File: src/rtl/game_pkg.sv
// Shared game constants: direction indices, FSM encoding, map geometry, wall tile id.
// Latency: n/a (declarations only).
// Backpressure: n/a.
package game_pkg;

    // Button bit indices into btn_n; also used directly as the 2-bit move direction code.
    localparam logic [1:0] DIR_UP = 2'd0;
    localparam logic [1:0] DIR_DN = 2'd1;
    localparam logic [1:0] DIR_LT = 2'd2;
    localparam logic [1:0] DIR_RT = 2'd3;

    // Map geometry and blocking tile, shared with render_map and the top level.
    localparam int          MAP_W_DEF   = 11;
    localparam int          MAP_H_DEF   = 11;
    localparam logic [15:0] WALL_ID_DEF = 16'h0002;

    localparam int ADDR_W = 19;
    localparam int POS_W  = 4;
    localparam int TILE_W = 16;

    typedef enum logic [1:0] {
        ST_IDLE = 2'd0,
        ST_READ = 2'd1,
        ST_WAIT = 2'd2
    } move_state_t;

endpackage

File: src/rtl/btn_press_repeat.sv
// Button press detector: edge detect on active-low buttons, priority encode, optional hold-repeat.
// Latency: press/dir registered one edge after the button is first seen low.
// Backpressure: none; press is a 1-cycle pulse and the consumer drops it if it cannot take it.
//
// Ports:
//   clk, rst    clock, synchronous active-high reset
//   btn_n[3:0]  debounced buttons, low = pressed ([0]=up [1]=down [2]=left [3]=right)
//   press       1-cycle pulse per accepted press or repeat
//   dir[1:0]    direction code of the press (valid with press)
module btn_press_repeat
    import game_pkg::*;
#(
    parameter int REPEAT_CYC = 0
) (
    input  logic       clk,
    input  logic       rst,
    input  logic [3:0] btn_n,
    output logic       press,
    output logic [1:0] dir
);

    localparam int CNT_W = (REPEAT_CYC > 1) ? $clog2(REPEAT_CYC) : 1;

    logic [3:0]       prev_n;
    logic [3:0]       edge_vec;
    logic             any_edge;
    logic [1:0]       win_dir;
    logic             hold_vld;
    logic [1:0]       hold_dir;
    logic [CNT_W-1:0] rep_cnt;

    // A press is a button low now that was high last cycle.
    assign edge_vec = ~btn_n & prev_n;
    assign any_edge = |edge_vec;

    always_comb begin
        win_dir = DIR_UP;
        if (edge_vec[DIR_UP])      win_dir = DIR_UP;
        else if (edge_vec[DIR_DN]) win_dir = DIR_DN;
        else if (edge_vec[DIR_LT]) win_dir = DIR_LT;
        else if (edge_vec[DIR_RT]) win_dir = DIR_RT;
    end

    always_ff @(posedge clk) begin
        if (rst) begin
            // "All pressed" so a button held through reset never counts as a fresh press.
            prev_n   <= 4'b0000;
            press    <= 1'b0;
            dir      <= DIR_UP;
            hold_vld <= 1'b0;
            hold_dir <= DIR_UP;
            rep_cnt  <= '0;
        end else begin
            prev_n <= btn_n;
            press  <= 1'b0;
            if (any_edge) begin
                press    <= 1'b1;
                dir      <= win_dir;
                hold_vld <= 1'b1;
                hold_dir <= win_dir;
                rep_cnt  <= '0;
            end else if (hold_vld && !btn_n[hold_dir]) begin
                // Winning button still held: inject a press every REPEAT_CYC cycles.
                if (REPEAT_CYC > 0) begin
                    if (rep_cnt == CNT_W'(REPEAT_CYC - 1)) begin
                        press   <= 1'b1;
                        dir     <= hold_dir;
                        rep_cnt <= '0;
                    end else begin
                        rep_cnt <= rep_cnt + 1'b1;
                    end
                end
            end else begin
                hold_vld <= 1'b0;
                rep_cnt  <= '0;
            end
        end
    end

endmodule

File: src/rtl/player_move_ctrl.sv
// Player movement controller: single-tile steps checked against map bounds and map BRAM walls.
// Latency: map_rd one edge after press detect; move/bump resolves RD_LAT edges later (OOB bump: one edge).
// Backpressure: none; presses arriving while busy are dropped, not queued.
//
// Ports:
//   clk, rst          clock, synchronous active-high reset
//   btn_n[3:0]        debounced buttons, low = pressed ([0]=up [1]=down [2]=left [3]=right)
//   map_addr[18:0]    registered map read address (y*MAP_W + x)
//   map_rd            1-cycle strobe in the cycle map_addr is presented
//   map_tile_id[15:0] map read data, sampled RD_LAT edges after map_rd rises
//   pos_x, pos_y      registered player grid position
//   moved, bumped     1-cycle result pulses (never together)
//   busy              high while a map read is outstanding
module player_move_ctrl
    import game_pkg::*;
#(
    parameter int          MAP_W      = MAP_W_DEF,
    parameter int          MAP_H      = MAP_H_DEF,
    parameter int          START_X    = 1,
    parameter int          START_Y    = 1,
    parameter logic [15:0] WALL_ID    = WALL_ID_DEF,
    parameter int          RD_LAT     = 1,
    parameter int          REPEAT_CYC = 0
) (
    input  logic              clk,
    input  logic              rst,
    input  logic [3:0]        btn_n,
    output logic [ADDR_W-1:0] map_addr,
    output logic              map_rd,
    input  logic [TILE_W-1:0] map_tile_id,
    output logic [POS_W-1:0]  pos_x,
    output logic [POS_W-1:0]  pos_y,
    output logic              moved,
    output logic              bumped,
    output logic              busy
);

    localparam int LAT_W = (RD_LAT > 1) ? $clog2(RD_LAT) : 1;
    localparam logic signed [4:0] MAP_W_S = 5'(MAP_W);
    localparam logic signed [4:0] MAP_H_S = 5'(MAP_H);

    logic        press;
    logic [1:0]  dir;

    move_state_t state_q, state_d;
    logic [LAT_W-1:0] lat_q, lat_d;
    logic [POS_W-1:0] tgt_x_q, tgt_x_d, tgt_y_q, tgt_y_d;
    logic [POS_W-1:0] pos_x_d, pos_y_d;
    logic [ADDR_W-1:0] map_addr_d;
    logic map_rd_d, moved_d, bumped_d, busy_d;

    logic signed [4:0] tx, ty;
    logic              oob;
    logic [ADDR_W-1:0] tgt_addr;

    btn_press_repeat #(
        .REPEAT_CYC (REPEAT_CYC)
    ) u_btn (
        .clk   (clk),
        .rst   (rst),
        .btn_n (btn_n),
        .press (press),
        .dir   (dir)
    );

    // Target one step away, in 5-bit signed so a step off the low edge shows up as negative.
    always_comb begin
        tx = $signed({1'b0, pos_x});
        ty = $signed({1'b0, pos_y});
        case (dir)
            DIR_UP:  ty = ty - 5'sd1;
            DIR_DN:  ty = ty + 5'sd1;
            DIR_LT:  tx = tx - 5'sd1;
            default: tx = tx + 5'sd1;
        endcase
    end

    assign oob = tx[4] || ty[4] || (tx >= MAP_W_S) || (ty >= MAP_H_S);

    // Only consumed when in bounds, so the low 4 bits are the true non-negative coordinates.
    assign tgt_addr = ADDR_W'(ty[3:0]) * ADDR_W'(MAP_W) + ADDR_W'(tx[3:0]);

    always_comb begin
        state_d    = state_q;
        lat_d      = lat_q;
        tgt_x_d    = tgt_x_q;
        tgt_y_d    = tgt_y_q;
        pos_x_d    = pos_x;
        pos_y_d    = pos_y;
        map_addr_d = map_addr;
        map_rd_d   = 1'b0;
        moved_d    = 1'b0;
        bumped_d   = 1'b0;
        busy_d     = busy;
        case (state_q)
            ST_IDLE: begin
                if (press) begin
                    if (oob) begin
                        bumped_d = 1'b1;
                    end else begin
                        map_addr_d = tgt_addr;
                        map_rd_d   = 1'b1;
                        busy_d     = 1'b1;
                        tgt_x_d    = tx[3:0];
                        tgt_y_d    = ty[3:0];
                        lat_d      = LAT_W'(RD_LAT - 1);
                        state_d    = ST_READ;
                    end
                end
            end
            ST_READ, ST_WAIT: begin
                // lat_q counts the remaining edges until read data is valid.
                if (lat_q == '0) begin
                    if (map_tile_id == WALL_ID) begin
                        bumped_d = 1'b1;
                    end else begin
                        pos_x_d = tgt_x_q;
                        pos_y_d = tgt_y_q;
                        moved_d = 1'b1;
                    end
                    busy_d  = 1'b0;
                    state_d = ST_IDLE;
                end else begin
                    lat_d   = lat_q - 1'b1;
                    state_d = ST_WAIT;
                end
            end
            default: begin
                busy_d  = 1'b0;
                state_d = ST_IDLE;
            end
        endcase
    end

    always_ff @(posedge clk) begin
        if (rst) begin
            state_q  <= ST_IDLE;
            lat_q    <= '0;
            tgt_x_q  <= '0;
            tgt_y_q  <= '0;
            pos_x    <= POS_W'(START_X);
            pos_y    <= POS_W'(START_Y);
            map_addr <= '0;
            map_rd   <= 1'b0;
            moved    <= 1'b0;
            bumped   <= 1'b0;
            busy     <= 1'b0;
        end else begin
            state_q  <= state_d;
            lat_q    <= lat_d;
            tgt_x_q  <= tgt_x_d;
            tgt_y_q  <= tgt_y_d;
            pos_x    <= pos_x_d;
            pos_y    <= pos_y_d;
            map_addr <= map_addr_d;
            map_rd   <= map_rd_d;
            moved    <= moved_d;
            bumped   <= bumped_d;
            busy     <= busy_d;
        end
    end

endmodule

File: config.mk
export PLATFORM = sky130hd
export DESIGN_NAME = player_move_ctrl
export DESIGN_NICKNAME = d
export VERILOG_FILES = /design/src/rtl/game_pkg.sv /design/src/rtl/btn_press_repeat.sv /design/src/rtl/player_move_ctrl.sv
export SDC_FILE = /design/constraint.sdc
export NUM_CORES = 1
export LEC_CHECK = 0
export CAP_MARGIN = 0
export CORE_MARGIN = 2
export CORE_UTILIZATION = 55
export DETAILED_ROUTE_END_ITERATION = 7
export GPL_TIMING_DRIVEN = 0
export PLACE_DENSITY = 0.93
export SYNTH_ARGS = -nofsm -noshare
export SYNTH_HDL_FRONTEND = slang
export SYNTH_SLANG_ARGS = --single-unit
File: constraint.sdc
create_clock -name clk -period 10.9 [get_ports clk]
set_input_delay 1.09 -clock clk [delete_from_list [all_inputs] [get_ports clk]]
set_output_delay 1.09 -clock clk [all_outputs]
set_load 0.005 [all_outputs]
## Yosys cells after proc, flatten, opt, wreduce, memory -nomap -nowiden

Index checks and enable logic that the tools add are counted.

- Bits in registers: 49
- Word-level logic and storage cells: 81

- Add/sub/neg operators: 6
- Multipliers: 1
- $lt $le $gt $ge: 2
- Equality and inequality tests: 8
- Muxes and demuxes: 26
- Bitwise operators: 8
- Reductions and logical operators: 16

Operator list:

| cell | number |
|---|---|
| 5-bit one-hot mux with 2 select lines | 2 |
| 16-bit by 2-bit == test with 1-bit output (second input constant) | 1 |
| 2-bit two-way mux | 7 |
| 1-bit two-way mux | 13 |
| 3-bit AND reduction | 4 |
| 4-bit by 1-bit adder with 5-bit output (second input constant) | 2 |
| 5-bit >= comparator (second input constant) | 2 |
| 4-bit by 1-bit subtractor with 5-bit output (second input constant) | 2 |
| 8-bit by 4-bit adder with 9-bit output | 1 |
| 4-bit by 4-bit multiplier with 8-bit output (second input constant) | 1 |
| 1-bit inverter | 6 |
| 1-bit one-hot mux with 2 select lines | 3 |
| 3-bit OR reduction | 2 |
| 4-bit bitwise AND | 1 |
| 2-bit by 1-bit == test with 1-bit output (second input constant) | 2 |
| 2-bit == test (second input constant) | 2 |
| 2-bit zero test | 2 |
| 2-bit inequality test (second input constant) | 2 |
| 4-bit inverter | 1 |
| 2-bit one-hot mux with 2 select lines | 1 |
| 2-bit OR reduction | 2 |
| 4-bit OR reduction | 1 |
| 1-bit logical OR | 3 |
| 2-bit by 1-bit inequality test with 1-bit output (second input constant) | 1 |
| other kinds (3) | 3 |

## Depth between registers and ports, before layout

Gate-level depths: netlist of run 1.

- Word-level depth: 9
- Gate-level depth with buffers: 18
- Depth with buffers taken out: 18

## By module

From an unflattened synthesis of run 1, not the netlist that was laid out.

- Cells, all modules: 249
- Area, all modules: 2282.2 µm²

By module, submodules not included:

| module | instances | cells an instance | area an instance (µm²) |
|---|---|---|---|
| player_move_ctrl | 1 | 227 | 2020.7 |
| btn_press_repeat | 1 | 22 | 261.5 |

## Least setup slack after synthesis of run 1

No wires, ideal clock.

- Path type: reg2reg
- From: register u_btn.dir[1]
- To: register map_addr[8]
- Arrival: 3.744 ns
- Path slack: 7.088 ns
- Stages on the path, launching flop included: 18
- Buffers on the path: 0
- Period minus slack after synthesis: 3.812 ns
- Path through: dfxtp_1 inv_1 nand2_1 ha_1 a21oi_1 a211o_1 nand3_1 inv_1 ha_1 ha_1 ha_1 ha_1 o21ai_0 o21bai_1 a21o_1 a21oi_1 or4_1 a21oi_2

- Longest elaborated chain between the ends: 8
- Elaborated cells between the ends (all ways): 15

RTL lines:

| item | RTL line | text |
|---|---|---|
| from (decl) | btn_press_repeat.sv:19 | `output logic [1:0] dir` |
| from (signal assigned) | btn_press_repeat.sv:58 | `dir <= win_dir;` |
| from (signal assigned) | btn_press_repeat.sv:67 | `dir <= hold_dir;` |
| branches (longest 8 deep; another with 8-bit by 4-bit adder with 9-bit output) | -- |  |
| to (signal assigned) | player_move_ctrl.sv:155 | `map_addr <= map_addr_d;` |
| to (decl) | player_move_ctrl.sv:28 | `output logic [ADDR_W-1:0] map_addr,` |

Several ways; the timed one is not identified.
A chain may end at the register's enable or synchronous reset.

## Worst setup path in the final report of run 1

Ends and elaborated chain as after synthesis.

==> results of run 1 <==
-- stage by stage --
step / utilization / hold slack, ns / setup slack, ns
6_report: 0.731 / 0.485 / 6.57
5_1_grt: 0.731 / 0.499 / 6.30
4_1_cts: 0.731 / 0.481 / 6.56
3_5_place_dp: 0.708 / 0.461 / 6.58
3_3_place_gp: 0.708 / 0.451 / 6.70
2_1_floorplan: - / 0.429 / 7.09
-- critical path, cell delays in order, from the launching register on --
cell	delay, ns
dfxtp_1	0.36
inv_1	0.27
nand2_1	0.21
ha_1	0.37
a21oi_1	0.09
a211o_1	0.29
nand3_1	0.26
inv_1	0.14
ha_1	0.29
ha_1	0.29
ha_1	0.30
ha_1	0.34
o21ai_0	0.11
o21bai_1	0.17
a21o_1	0.14
a21oi_1	0.06
or4_1	0.43
a21oi_2	0.14
-- worst paths after layout --
kind                 endpoint  slack (ns)  cells past startpoint
setup reg to reg  map_addr[8]        6.57                     17
hold reg to reg      pos_y[0]        0.48                      1
setup / recovery  map_addr[8]        6.57                     17
hold / removal       pos_y[0]        0.48                      1
-- registers in the layout, summed over array words and instances (netlist names), 2 cells and up --
name / cells
map_addr: 9
pos_x: 4
pos_y: 4
tgt_x_q: 4
tgt_y_q: 4
u_btn.prev_n: 4
u_btn.dir: 2
-- layer usage --
metal | vias to the layer above | share of wire
met5 | - | 0
met4 | 0 | 0.020
met3 | 14 | 0.057
met2 | 69 | 0.50
met1 | 955 | 0.43
li1 | 1019 | -
-- final cells by class --
cell class / count / area, µm²
Multi-Input combinational cell: 192 / 1460
Fill cell: 296 / 1100
Sequential cell: 36 / 721
Timing Repair Buffer: 41 / 410
Buffer: 23 / 170
Inverter: 19 / 71.3
Clock buffer: 5 / 68.8
Tap cell: 50 / 62.6
Clock inverter: 3 / 23.8
-- cell usage in the layout (no fill, tap or decap), types with 3 or more instances in the layout --
master / netlist / layout
o21ai_1: 5 / 5
a211oi_1: 8 / 8
nor2_1: 13 / 13
clkbuf_1: 5 / 5
conb_1: 1 / 10
or4_1: 3 / 3
nand3_1: 10 / 10
nand4_1: 4 / 4
nor4_1: 3 / 3
inv_1: 19 / 19
fa_1: 4 / 4
dfxtp_1: 36 / 36
ha_1: 21 / 21
buf_6: 5 / 5
o21ai_0: 8 / 8
clkdlybuf4s50_1: 0 / 41
mux2i_1: 7 / 7
buf_4: 12 / 12
clkbuf_8: 0 / 5
o21a_1: 3 / 3
nand2b_1: 9 / 9
nand2_1: 7 / 7
nor2b_1: 9 / 9
a21o_1: 3 / 3
a21oi_2: 4 / 4
a21oi_1: 22 / 22
xnor2_1: 8 / 8
a211o_1: 3 / 3
-- cells by family (layout without fill, tap and decap cells) --
logic type,Yosys count,count (layout),synth area share
simple gates,67,67,0.160
compound gates,72,72,0.216
xor+xnor,11,11,0.0466
buf+inv,42,91,0.101
fa+ha+maj,25,25,0.144
flops,36,36,0.302
mux,7,7,0.0294
other cells,1,10,0.00157
-- power by group --
group | internal, W | switching, W
Combinational | 0.0000680 | 0.0000822
Sequential | 0.000140 | 0.00000561
Clock | 0.0000452 | 0.0000547
Total | 0.000254 | 0.000143
==> run_summary.xml, run 1 <==
<?xml version="1.0" encoding="UTF-8"?>
<metrics>
  <group name="setup_path">
    <metric name="crit_start" unit="">u_btn.dir[1]</metric>
    <metric name="crit_required" unit="ns">11.14</metric>
    <metric name="worstPathMaxFanout" unit="">6</metric>
    <metric name="path_class" unit="">reg -&gt; reg</metric>
    <metric name="critical_path.startpoint_type" unit="">register</metric>
    <metric name="rr_startpoint" unit="">u_btn.dir[1]</metric>
    <metric name="worst_path_arrival" unit="ns">4.57</metric>
    <metric name="critPathCaptureType" unit="">register</metric>
  </group>
  <group name="grt">
    <metric name="initial_antenna_violation_count" unit="">0</metric>
    <metric name="via_count_of_the_first_global_routing_pass" unit="">2080</metric>
    <metric name="grt_busiest_layer" unit="">met2</metric>
    <metric name="overflow" unit="">0</metric>
    <metric name="met2_resource_use_gr" unit="">0.418</metric>
    <metric name="grtUsageMet3" unit="">0.0519</metric>
    <metric name="grt_max_degree" unit="">14</metric>
    <metric name="total_routing_resource_utilization_after_global_routing" unit="">0.244</metric>
    <metric name="global_route_wire_length_before_repair" unit="mm">9.56</metric>
    <metric name="grt.met1_usage" unit="">0.307</metric>
  </group>
  <group name="place">
    <metric name="placed_cells_incl_taps" unit="">361</metric>
    <metric name="gp_routability_congestion" unit="">0.818</metric>
    <metric name="post_dp_cell_area" unit="µm²">2890</metric>
    <metric name="port_buffers" unit="">41</metric>
    <metric name="dpl.hpwl" unit="mm">4.33</metric>
  </group>
  <group name="routing">
    <metric name="drcViolationCount" unit="">0</metric>
    <metric name="avgViaCountPerCell" unit="">5.57</metric>
    <metric name="number_of_vias_in_the_routed_layout" unit="">2057</metric>
    <metric name="drt_pre_antenna_iters" unit="">4</metric>
    <metric name="initialDrtViolationCount" unit="">110</metric>
    <metric name="post_drt_wl_per_cell" unit="µm">15.6</metric>
    <metric name="route.final.wire_length" unit="mm">5.77</metric>
    <metric name="route.antenna.remaining_nets" unit="">0</metric>
  </group>
  <group name="layout">
    <metric name="final_layout_size_suffix_gt1_frac" unit="">0.141</metric>
    <metric name="n_antenna_cell" unit="">0</metric>
    <metric name="finalInstanceArea" unit="µm²">2990</metric>
    <metric name="nets" unit="">365</metric>
    <metric name="area.growth.synth_to_final" unit="%">25.1</metric>
    <metric name="layout.cells.non_filler" unit="">369</metric>
  </group>
  <group name="clocking">
    <metric name="tritoncts" unit="">done</metric>
    <metric name="cts_root_buffer" unit="">clkbuf_8</metric>
    <metric name="clock_insertion_delay_at_the_later_pin_of_the_skew_report" unit="ns">0.30</metric>
    <metric name="cts_num_sinks" unit="">36</metric>
    <metric name="h-tree-depth" unit="">2</metric>
    <metric name="clk_pin_slew_worst_paths" unit="ns">0.08</metric>
    <metric name="tritoncts.num_buffers" unit="">5</metric>
    <metric name="postCtsHoldBufs" unit="">0</metric>
    <metric name="post_cts_resize_count" unit="">0</metric>
    <metric name="cts.repair_timing.setup_buffer_count" unit="">0</metric>
    <metric name="clock_tree.buffer_depth" unit="">2</metric>
  </group>
  <group name="yosys">
    <metric name="syn_inst" unit="">261</metric>
    <metric name="post_synthesis_register_bit_count" unit="">36</metric>
    <metric name="seq_area_frac_synth" unit="">0.302</metric>
    <metric name="synth_top_cell_area_share" unit="">0.302</metric>
    <metric name="syn_avg_cell_area" unit="µm²">9.15</metric>
    <metric name="yosys-top-cells-count" unit="">dfxtp_1, a21oi_1, ha_1</metric>
    <metric name="main_area_contributors_after_synthesis" unit="">dfxtp_1, ha_1, a21oi_1</metric>
    <metric name="synth_area" unit="µm²">2390</metric>
    <metric name="yosysMostFrequentCell" unit="">dfxtp_1</metric>
    <metric name="dominantRegCellSynth" unit="">dfxtp_1</metric>
    <metric name="synth_top_cell_by_area" unit="">dfxtp_1</metric>
    <metric name="synth_edf_count" unit="">0</metric>
    <metric name="asyncSetResetFlopFracSynth" unit="">0</metric>
    <metric name="synth_warnings" unit="">0</metric>
    <metric name="synth.distinct_cells" unit="">50</metric>
  </group>
  <group name="power">
    <metric name="fin_total_pwr" unit="W">0.000396</metric>
    <metric name="power.static_leakage" unit="nW">1.21</metric>
    <metric name="vdd_drop_max" unit="mV">0.120</metric>
    <metric name="cellPowerDensity" unit="nW/µm²">133</metric>
  </group>
  <group name="floorplan">
    <metric name="floorplan.die_area" unit="µm²">4880</metric>
    <metric name="dieWidth" unit="µm">69.9</metric>
    <metric name="die_y" unit="µm">69.9</metric>
    <metric name="placement_rows" unit="">23</metric>
    <metric name="floorplan.initialDensity" unit="">0.584</metric>
    <metric name="floorplan.io_pins" unit="">53</metric>
    <metric name="design.core.area" unit="µm²">4090</metric>
  </group>
  <group name="hold_path">
    <metric name="timing.hold.worst.class" unit="">reg -&gt; reg</metric>
    <metric name="worstHoldStart" unit="">tgt_y_q[0]</metric>
  </group>
  <group name="run">
    <metric name="maxCapViolations" unit="">0</metric>
  </group>
  <group name="sta">
    <metric name="timing.clock.skew" unit="ns">0.00752</metric>
    <metric name="fin_setup_tns" unit="ns">0</metric>
    <metric name="tightest_slew" unit="ns">0.671</metric>
    <metric name="rsz_0062_raised_after_global_routing" unit="">no</metric>
    <metric name="drv_slew" unit="">0</metric>
    <metric name="maxClockFrequency" unit="MHz">231</metric>
    <metric name="final_hold_viol_count" unit="">0</metric>
    <metric name="timing.final.crit_period" unit="ns">4.33</metric>
    <metric name="timing.final.crit_share" unit="">0.398</metric>
    <metric name="slew_headroom" unit="">0.553</metric>
    <metric name="finalSetupViolations" unit="">0</metric>
  </group>
  <group name="run_status">
    <metric name="outcome" unit="">finished clean</metric>
  </group>
</metrics>
No activity file was read; power rests on OpenSTA's default activity.
==> inputs of run 2 (changes only) <==
--- a/config.mk
+++ b/config.mk
@@ -7,10 +7,10 @@
 export LEC_CHECK = 0
 export CAP_MARGIN = 0
 export CORE_MARGIN = 2
-export CORE_UTILIZATION = 55
+export CORE_UTILIZATION = 51
 export DETAILED_ROUTE_END_ITERATION = 7
 export GPL_TIMING_DRIVEN = 0
-export PLACE_DENSITY = 0.93
+export PLACE_DENSITY = 0.88
 export SYNTH_ARGS = -nofsm -noshare
 export SYNTH_HDL_FRONTEND = slang
 export SYNTH_SLANG_ARGS = --single-unit
==> constraint.sdc (replaced) <==
create_clock -name clk -period 4.4 [get_ports clk]
set_input_delay 0.44 -clock clk [delete_from_list [all_inputs] [get_ports clk]]
set_output_delay 0.44 -clock clk [all_outputs]
set_load 0.005 [all_outputs]
==> run 2 against run 1 <==
Net effect: clock power up 140%; clock skew fell by 0.00056 ns; critical path type unchanged; critical endpoint unchanged; design area increased by 0.13%; non-clock buffer count stayed put; global-route usage is 1.4 points lower; critical path depth increased by 1; worst hold slack lost 0.0093 ns; highest routed layer unchanged.
==> run_summary.xml, run 2 (synthesis gave the netlist of run 1 again) <==
<?xml version="1.0" encoding="UTF-8"?>
<metrics>
  <group name="sta">
    <metric name="tightest_slew" unit="ns">0.659</metric>
    <metric name="worst_slack" unit="ns">0.278</metric>
    <metric name="drv_slew" unit="">0</metric>
    <metric name="fin_setup_tns" unit="ns">0</metric>
    <metric name="maxClockFrequency" unit="MHz">243</metric>
    <metric name="slew_headroom" unit="">0.560</metric>
    <metric name="final_hold_viol_count" unit="">0</metric>
    <metric name="timing.final.crit_share" unit="">0.937</metric>
    <metric name="timing.clock.skew" unit="ns">0.00696</metric>
    <metric name="finalSetupViolations" unit="">0</metric>
    <metric name="rsz_0062_raised_after_global_routing" unit="">no</metric>
    <metric name="timing.final.crit_period" unit="ns">4.12</metric>
  </group>
  <group name="clocking">
    <metric name="clk_pin_slew_worst_paths" unit="ns">0.08</metric>
    <metric name="clock_tree.buffer_depth" unit="">2</metric>
    <metric name="tritoncts" unit="">done</metric>
    <metric name="tritoncts.num_buffers" unit="">5</metric>
    <metric name="clock_insertion_delay_at_the_later_pin_of_the_skew_report" unit="ns">0.30</metric>
    <metric name="postCtsHoldBufs" unit="">0</metric>
    <metric name="cts_root_buffer" unit="">clkbuf_8</metric>
    <metric name="h-tree-depth" unit="">2</metric>
    <metric name="cts_num_sinks" unit="">36</metric>
  </group>
  <group name="setup_path">
    <metric name="crit_required" unit="ns">4.63</metric>
    <metric name="path_class" unit="">reg -&gt; reg</metric>
    <metric name="regToRegSetupSlack" unit="ns">0.28</metric>
    <metric name="critPathCaptureType" unit="">register</metric>
    <metric name="critPathMostFrequentCell" unit="">inv_1</metric>
    <metric name="critical-path-slowest-cell" unit="">fa_1</metric>
    <metric name="timing.critical_path.max_delay_family" unit="">adder cells</metric>
    <metric name="timing.critical_path.buf_inv" unit="">4</metric>
    <metric name="largest_incremental_delay_on_the_critical_path" unit="ns">0.51</metric>
    <metric name="critical_path.startpoint_type" unit="">register</metric>
    <metric name="worst_path_arrival" unit="ns">4.35</metric>
    <metric name="worstPathMaxFanout" unit="">6</metric>
    <metric name="crit_path_cell_trace" unit="">inv_2 -&gt; nand2_1 -&gt; inv_1 -&gt; fa_1 -&gt; xor2_1 -&gt; o21a_1 -&gt; inv_1 -&gt; ha_1 -&gt; xnor2_1 -&gt; fa_1 -&gt; inv_1 -&gt; ha_1 -&gt; o21ai_0 -&gt; o21bai_1 -&gt; a21o_1 -&gt; a21oi_1 -&gt; or4_1 -&gt; a21oi_2</metric>
  </group>
  <group name="power">
    <metric name="power.static_leakage" unit="nW">1.22</metric>
    <metric name="cellPowerDensity" unit="nW/µm²">324</metric>
    <metric name="fin_total_pwr" unit="W">0.000969</metric>
    <metric name="vdd_drop_max" unit="mV">0.179</metric>
  </group>
  <group name="grt">
    <metric name="initial_antenna_violation_count" unit="">0</metric>
    <metric name="grt_max_degree" unit="">13</metric>
    <metric name="total_routing_resource_utilization_after_global_routing" unit="">0.231</metric>
    <metric name="via_count_of_the_first_global_routing_pass" unit="">2089</metric>
    <metric name="overflow" unit="">0</metric>
    <metric name="global_route_wire_length_before_repair" unit="mm">9.37</metric>
  </group>
  <group name="run">
    <metric name="maxCapViolations" unit="">0</metric>
  </group>
  <group name="layout">
    <metric name="fillerInstances" unit="">365</metric>
    <metric name="most_common_library_cell_in_the_layout_ignoring_fill_and_taps" unit="">clkdlybuf4s50_1</metric>
    <metric name="largest_register_ff_count" unit="">9</metric>
    <metric name="max_flop_register" unit="">map_addr</metric>
    <metric name="n_antenna_cell" unit="">0</metric>
    <metric name="nets" unit="">365</metric>
    <metric name="final_cell_mix" unit="">clkdlybuf4s50_1, dfxtp_1, a21oi_1</metric>
    <metric name="area.growth.synth_to_final" unit="%">25.3</metric>
    <metric name="final_layout_size_suffix_gt1_frac" unit="">0.150</metric>
  </group>
  <group name="routing">
    <metric name="post_drt_wl_per_cell" unit="µm">15.3</metric>
    <metric name="drcViolationCount" unit="">0</metric>
    <metric name="number_of_vias_in_the_routed_layout" unit="">2072</metric>
    <metric name="avgViaCountPerCell" unit="">5.58</metric>
    <metric name="route.antenna.remaining_nets" unit="">0</metric>
    <metric name="drt_pre_antenna_iters" unit="">4</metric>
    <metric name="initialDrtViolationCount" unit="">153</metric>
    <metric name="route.final.wire_length" unit="mm">5.67</metric>
  </group>
  <group name="hold_path">
    <metric name="timing.hold.worst.class" unit="">reg -&gt; reg</metric>
  </group>
  <group name="floorplan">
    <metric name="die_y" unit="µm">72.4</metric>
    <metric name="floorplan.initialDensity" unit="">0.537</metric>
    <metric name="dieWidth" unit="µm">72.4</metric>
    <metric name="floorplan.die_area" unit="µm²">5240</metric>
    <metric name="floorplan.io_pins" unit="">53</metric>
    <metric name="design.core.area" unit="µm²">4440</metric>
    <metric name="placement_rows" unit="">24</metric>
  </group>
  <group name="place">
    <metric name="dp_worst_setup_slack" unit="ns">0.0501</metric>
    <metric name="port_buffers" unit="">41</metric>
    <metric name="gp_routability_congestion" unit="">0.861</metric>
    <metric name="dpl.hpwl" unit="mm">4.32</metric>
  </group>
  <group name="run_status">
    <metric name="outcome" unit="">finished clean</metric>
  </group>
</metrics>
-- run 2: cell count changes in the layout (fill, tap and decap cells not counted) --
| cell | previous run | this run |
|---|---|---|
| inv_2 | 0 | 1 |
| nand3_2 | 1 | 2 |
| inv_1 | 19 | 18 |
| clkinv_2 | 0 | 2 |
| dfxtp_1 | 36 | 35 |
| clkinvlp_4 | 2 | 0 |
| nand3_1 | 10 | 9 |
| dfxtp_2 | 0 | 1 |
-- run 2: path summary, 6_finish.rpt --
kind	startpoint	to	cells after the start
setup / recovery	u_btn.dir[1]	map_addr[8]	18
hold / removal	map_addr[8]	map_addr[8]	2
setup reg to reg	u_btn.dir[1]	map_addr[8]	18
hold reg to reg	map_addr[8]	map_addr[8]	2
-- run 2: timing repair --
action / 4_1_cts / 5_1_grt
setup buffers: 0 / 0
gates resized for setup: 0 / 3
setup endpoints to repair: 0 / 3
-- run 2: through the flow --
stage | instance area [µm²] | hold WS [ns] | instances | utilization
2_1_floorplan | 2420 | 0.429 | 270 | -
3_3_place_gp | 2900 | 0.455 | 363 | 0.652
3_5_place_dp | 2900 | 0.457 | 363 | 0.652
4_1_cts | 2980 | 0.478 | 371 | 0.671
5_1_grt | 2990 | 0.491 | 371 | 0.673
6_report | 2990 | 0.476 | 371 | 0.673
-- run 2: cell type report --
cell class,count,area (µm²),area share
inverter,19,71.3,0.0238
sequential,36,722,0.241
clock inverter,3,18.8,0.00628
tap,52,65.1,0.0218
clock buffer,5,68.8,0.0230
multi-input combinational,192,1460,0.490
buffer,23,170,0.0569
timing repair buffer,41,410,0.137
-- run 2: power by group --
group          total (W)  internal, W  switching, W
Combinational   0.000370     0.000169      0.000201
Clock           0.000238     0.000110      0.000128
Sequential      0.000361     0.000348     0.0000133
Total           0.000969     0.000627      0.000342
-- run 2: layer usage --
layer / up-vias / track usage / routed length [µm]
met3: 9 / 0.0556 / 292
li1: 1019 / - / -
met4: 0 / 0.0947 / 87
met5: - / 0 / 0
met1: 989 / 0.294 / 2430
met2: 55 / 0.375 / 2860
-- run 2: worst register-to-register path, stage by stage, from the launching register on --
cell and delay, ns:
dfxtp_2 0.39, inv_2 0.12, nand2_1 0.18, inv_1 0.10, fa_1 0.41, xor2_1 0.16, o21a_1 0.21, inv_1 0.15
ha_1 0.28, xnor2_1 0.15, fa_1 0.51, inv_1 0.04, ha_1 0.32, o21ai_0 0.09, o21bai_1 0.20, a21o_1 0.14
a21oi_1 0.05, or4_1 0.43, a21oi_2 0.14
==> inputs of run 3 (changes only) <==
--- a/config.mk
+++ b/config.mk
@@ -7,10 +7,10 @@
 export LEC_CHECK = 0
 export CAP_MARGIN = 0
 export CORE_MARGIN = 2
-export CORE_UTILIZATION = 51
+export CORE_UTILIZATION = 45
 export DETAILED_ROUTE_END_ITERATION = 7
 export GPL_TIMING_DRIVEN = 0
-export PLACE_DENSITY = 0.88
+export PLACE_DENSITY = 0.79
 export SYNTH_ARGS = -nofsm -noshare
 export SYNTH_HDL_FRONTEND = slang
 export SYNTH_SLANG_ARGS = --single-unit
==> run 3 against run 2 <==
Net effect: total power rose by 4.8%; count of clock-buffer cells in the layout increased by 1; register-to-register slack gained 0.02 ns; worst hold slack got worse by 0.0050 ns; first-iteration DRC count fell by 12%; clock skew up 0.0010 ns; via count down 2.3%; combinational power hardly changed.
==> run_summary.xml, run 3 (synthesis gave the netlist of run 1 again) <==
<?xml version="1.0" encoding="UTF-8"?>
<metrics>
  <group name="run_status">
    <metric name="outcome" unit="">finished clean</metric>
  </group>
  <group name="sta">
    <metric name="slew_headroom" unit="">0.574</metric>
    <metric name="finalSetupViolations" unit="">0</metric>
    <metric name="rsz_0062_raised_after_global_routing" unit="">no</metric>
    <metric name="final_hold_viol_count" unit="">0</metric>
    <metric name="timing.final.crit_share" unit="">0.931</metric>
    <metric name="timing.clock.skew" unit="ns">0.00799</metric>
    <metric name="fin_setup_tns" unit="ns">0</metric>
    <metric name="tightest_slew" unit="ns">0.639</metric>
    <metric name="timing.final.crit_period" unit="ns">4.10</metric>
    <metric name="drv_slew" unit="">0</metric>
    <metric name="maxClockFrequency" unit="MHz">244</metric>
  </group>
  <group name="floorplan">
    <metric name="floorplan.initialDensity" unit="">0.467</metric>
    <metric name="floorplan.io_pins" unit="">53</metric>
    <metric name="die_y" unit="µm">76.8</metric>
    <metric name="dieWidth" unit="µm">76.8</metric>
    <metric name="design.core.area" unit="µm²">5110</metric>
    <metric name="floorplan.die_area" unit="µm²">5900</metric>
    <metric name="placement_rows" unit="">26</metric>
  </group>
  <group name="layout">
    <metric name="final_layout_size_suffix_gt1_frac" unit="">0.147</metric>
    <metric name="largest_register_ff_count" unit="">9</metric>
    <metric name="layout.core_utilization" unit="">0.593</metric>
    <metric name="n_antenna_cell" unit="">0</metric>
    <metric name="fillerInstances" unit="">463</metric>
    <metric name="final_cell_mix" unit="">clkdlybuf4s50_1, dfxtp_1, a21oi_1</metric>
    <metric name="nets" unit="">365</metric>
    <metric name="area.growth.synth_to_final" unit="%">26.9</metric>
    <metric name="max_flop_register" unit="">map_addr</metric>
    <metric name="most_common_library_cell_in_the_layout_ignoring_fill_and_taps" unit="">clkdlybuf4s50_1</metric>
  </group>
  <group name="grt">
    <metric name="initial_antenna_violation_count" unit="">0</metric>
    <metric name="total_routing_resource_utilization_after_global_routing" unit="">0.196</metric>
    <metric name="grt_max_degree" unit="">12</metric>
    <metric name="via_count_of_the_first_global_routing_pass" unit="">1996</metric>
    <metric name="global_route_wire_length_before_repair" unit="mm">9.37</metric>
    <metric name="overflow" unit="">0</metric>
  </group>
  <group name="power">
    <metric name="cellPowerDensity" unit="nW/µm²">335</metric>
    <metric name="vdd_drop_max" unit="mV">0.160</metric>
    <metric name="power.static_leakage" unit="nW">1.23</metric>
  </group>
  <group name="routing">
    <metric name="route.final.wire_length" unit="mm">5.55</metric>
    <metric name="drcViolationCount" unit="">0</metric>
    <metric name="drt_pre_antenna_iters" unit="">5</metric>
    <metric name="avgViaCountPerCell" unit="">5.21</metric>
    <metric name="route.antenna.remaining_nets" unit="">0</metric>
    <metric name="post_drt_wl_per_cell" unit="µm">14.3</metric>
    <metric name="initialDrtViolationCount" unit="">134</metric>
    <metric name="number_of_vias_in_the_routed_layout" unit="">2025</metric>
  </group>
  <group name="clocking">
    <metric name="clock_tree.buffer_depth" unit="">2</metric>
    <metric name="h-tree-depth" unit="">2</metric>
    <metric name="cts_root_buffer" unit="">clkbuf_8</metric>
    <metric name="clk_pin_slew_worst_paths" unit="ns">0.07</metric>
    <metric name="cts.repair_timing.setup_buffer_count" unit="">0</metric>
    <metric name="cts_num_sinks" unit="">36</metric>
    <metric name="tritoncts.num_buffers" unit="">5</metric>
    <metric name="clock_insertion_delay_at_the_later_pin_of_the_skew_report" unit="ns">0.29</metric>
    <metric name="tritoncts" unit="">done</metric>
  </group>
  <group name="setup_path">
    <metric name="timing.critical_path.buf_inv" unit="">2</metric>
    <metric name="worstPathMaxFanout" unit="">6</metric>
    <metric name="regToRegEndpoint" unit="">map_addr[8]</metric>
    <metric name="worst_path_arrival" unit="ns">4.31</metric>
    <metric name="critical_path.startpoint_type" unit="">register</metric>
    <metric name="timing.critical_path.max_delay_family" unit="">adder cells</metric>
    <metric name="critPathCaptureType" unit="">register</metric>
    <metric name="ff2ff_path_depth" unit="">17</metric>
    <metric name="crit_path_cell_trace" unit="">inv_2 -&gt; nand2_2 -&gt; ha_1 -&gt; a21oi_1 -&gt; a211o_1 -&gt; nand3_1 -&gt; inv_1 -&gt; ha_1 -&gt; ha_1 -&gt; ha_1 -&gt; ha_1 -&gt; o21ai_0 -&gt; o21bai_1 -&gt; a21o_1 -&gt; a21oi_1 -&gt; or4_1 -&gt; a21oi_2</metric>
    <metric name="crit_required" unit="ns">4.62</metric>
    <metric name="critical-path-slowest-cell" unit="">or4_1</metric>
    <metric name="rr_startpoint" unit="">u_btn.dir[1]</metric>
    <metric name="regToRegSetupSlack" unit="ns">0.30</metric>
    <metric name="critPathMostFrequentCell" unit="">ha_1</metric>
    <metric name="largest_incremental_delay_on_the_critical_path" unit="ns">0.42</metric>
    <metric name="path_class" unit="">reg -&gt; reg</metric>
  </group>
  <group name="hold_path">
    <metric name="timing.hold.worst.class" unit="">reg -&gt; reg</metric>
    <metric name="worstHoldStart" unit="">map_addr[8]</metric>
    <metric name="hold_path_end" unit="">map_addr[8]</metric>
    <metric name="min_delay_path_depth" unit="">2</metric>
  </group>
  <group name="place">
    <metric name="gp_routability_congestion" unit="">0.880</metric>
    <metric name="port_buffers" unit="">41</metric>
    <metric name="dpl.hpwl" unit="mm">4.27</metric>
  </group>
  <group name="run">
    <metric name="maxCapViolations" unit="">0</metric>
  </group>
</metrics>
-- run 3: metrics by stage --
step / instance area [µm²] / setup slack [ns] / hold WS, ns / std cells / total power, W
final: 3030 / 0.302 / 0.471 / 389 / 0.00102
after global routing: 3030 / 0.00488 / 0.490 / 389 / 0.00108
after CTS: 3030 / 0.0716 / 0.474 / 389 / 0.00102
after detailed placement: 2920 / 0.111 / 0.453 / 381 / 0.000732
after global placement: 2920 / 0.169 / 0.454 / 381 / 0.000721
after floorplan: 2420 / 0.588 / 0.429 / 270 / 0.000630
-- run 3: area by class of cell --
cell class	count	area [µm²]	area share
buffer	23	170	0.0562
clock buffer	6	72.6	0.0239
clock inverter	2	35.0	0.0116
inverter	19	71.3	0.0235
multi-input combinational	192	1460	0.482
sequential	36	722	0.238
tap	70	87.6	0.0289
timing repair buffer	41	410	0.135
-- run 3: worst max path at each step --
| stage | start | end | slack, ns | depth (start not counted) |
|---|---|---|---|---|
| after global placement | u_btn.dir[1] | map_addr[8] | 0.17 | 17 |
| final | u_btn.dir[1] | map_addr[8] | 0.30 | 17 |
| after CTS | u_btn.dir[1] | map_addr[8] | 0.07 | 17 |
| after detailed placement | u_btn.dir[1] | map_addr[8] | 0.11 | 17 |
| after floorplan | u_btn.dir[1] | map_addr[8] | 0.59 | 17 |
| after global routing | u_btn.dir[1] | map_addr[8] | 0.005 | 17 |
-- run 3: where the power goes --
part	total, W	internal, W	switching (W)
Combinational	0.000368	0.000168	0.000200
Sequential	0.000361	0.000348	0.0000129
Clock	0.000287	0.000168	0.000119
-- run 3: per-layer routing --
| layer | up-vias | global-route usage | routed length [µm] |
|---|---|---|---|
| met3 | 13 | 0.0318 | 254 |
| li1 | 1019 | - | - |
| met1 | 940 | 0.248 | 2640 |
| met5 | - | 0 | 0 |
| met2 | 53 | 0.332 | 2550 |
| met4 | 0 | 0.0800 | 104 |
-- run 3: what timing repair did --
| item | in CTS | in global routing |
|---|---|---|
| hold endpoints to repair | 0 | 0 |
| hold buffers | 0 | 0 |
| gates resized for setup | 0 | 3 |
| endpoints found under the setup margin | 0 | 3 |
-- run 3: worst reg2reg max path, stage by stage, from the launching register on --
cell      delay [ns]
dfxtp_2         0.36
inv_2           0.17
nand2_2         0.13
ha_1            0.33
a21oi_1         0.09
a211o_1         0.29
nand3_1         0.24
inv_1           0.15
ha_1            0.29
ha_1            0.29
ha_1            0.29
ha_1            0.35
o21ai_0         0.10
o21bai_1        0.19
a21o_1          0.15
a21oi_1         0.06
or4_1           0.42
a21oi_2         0.12
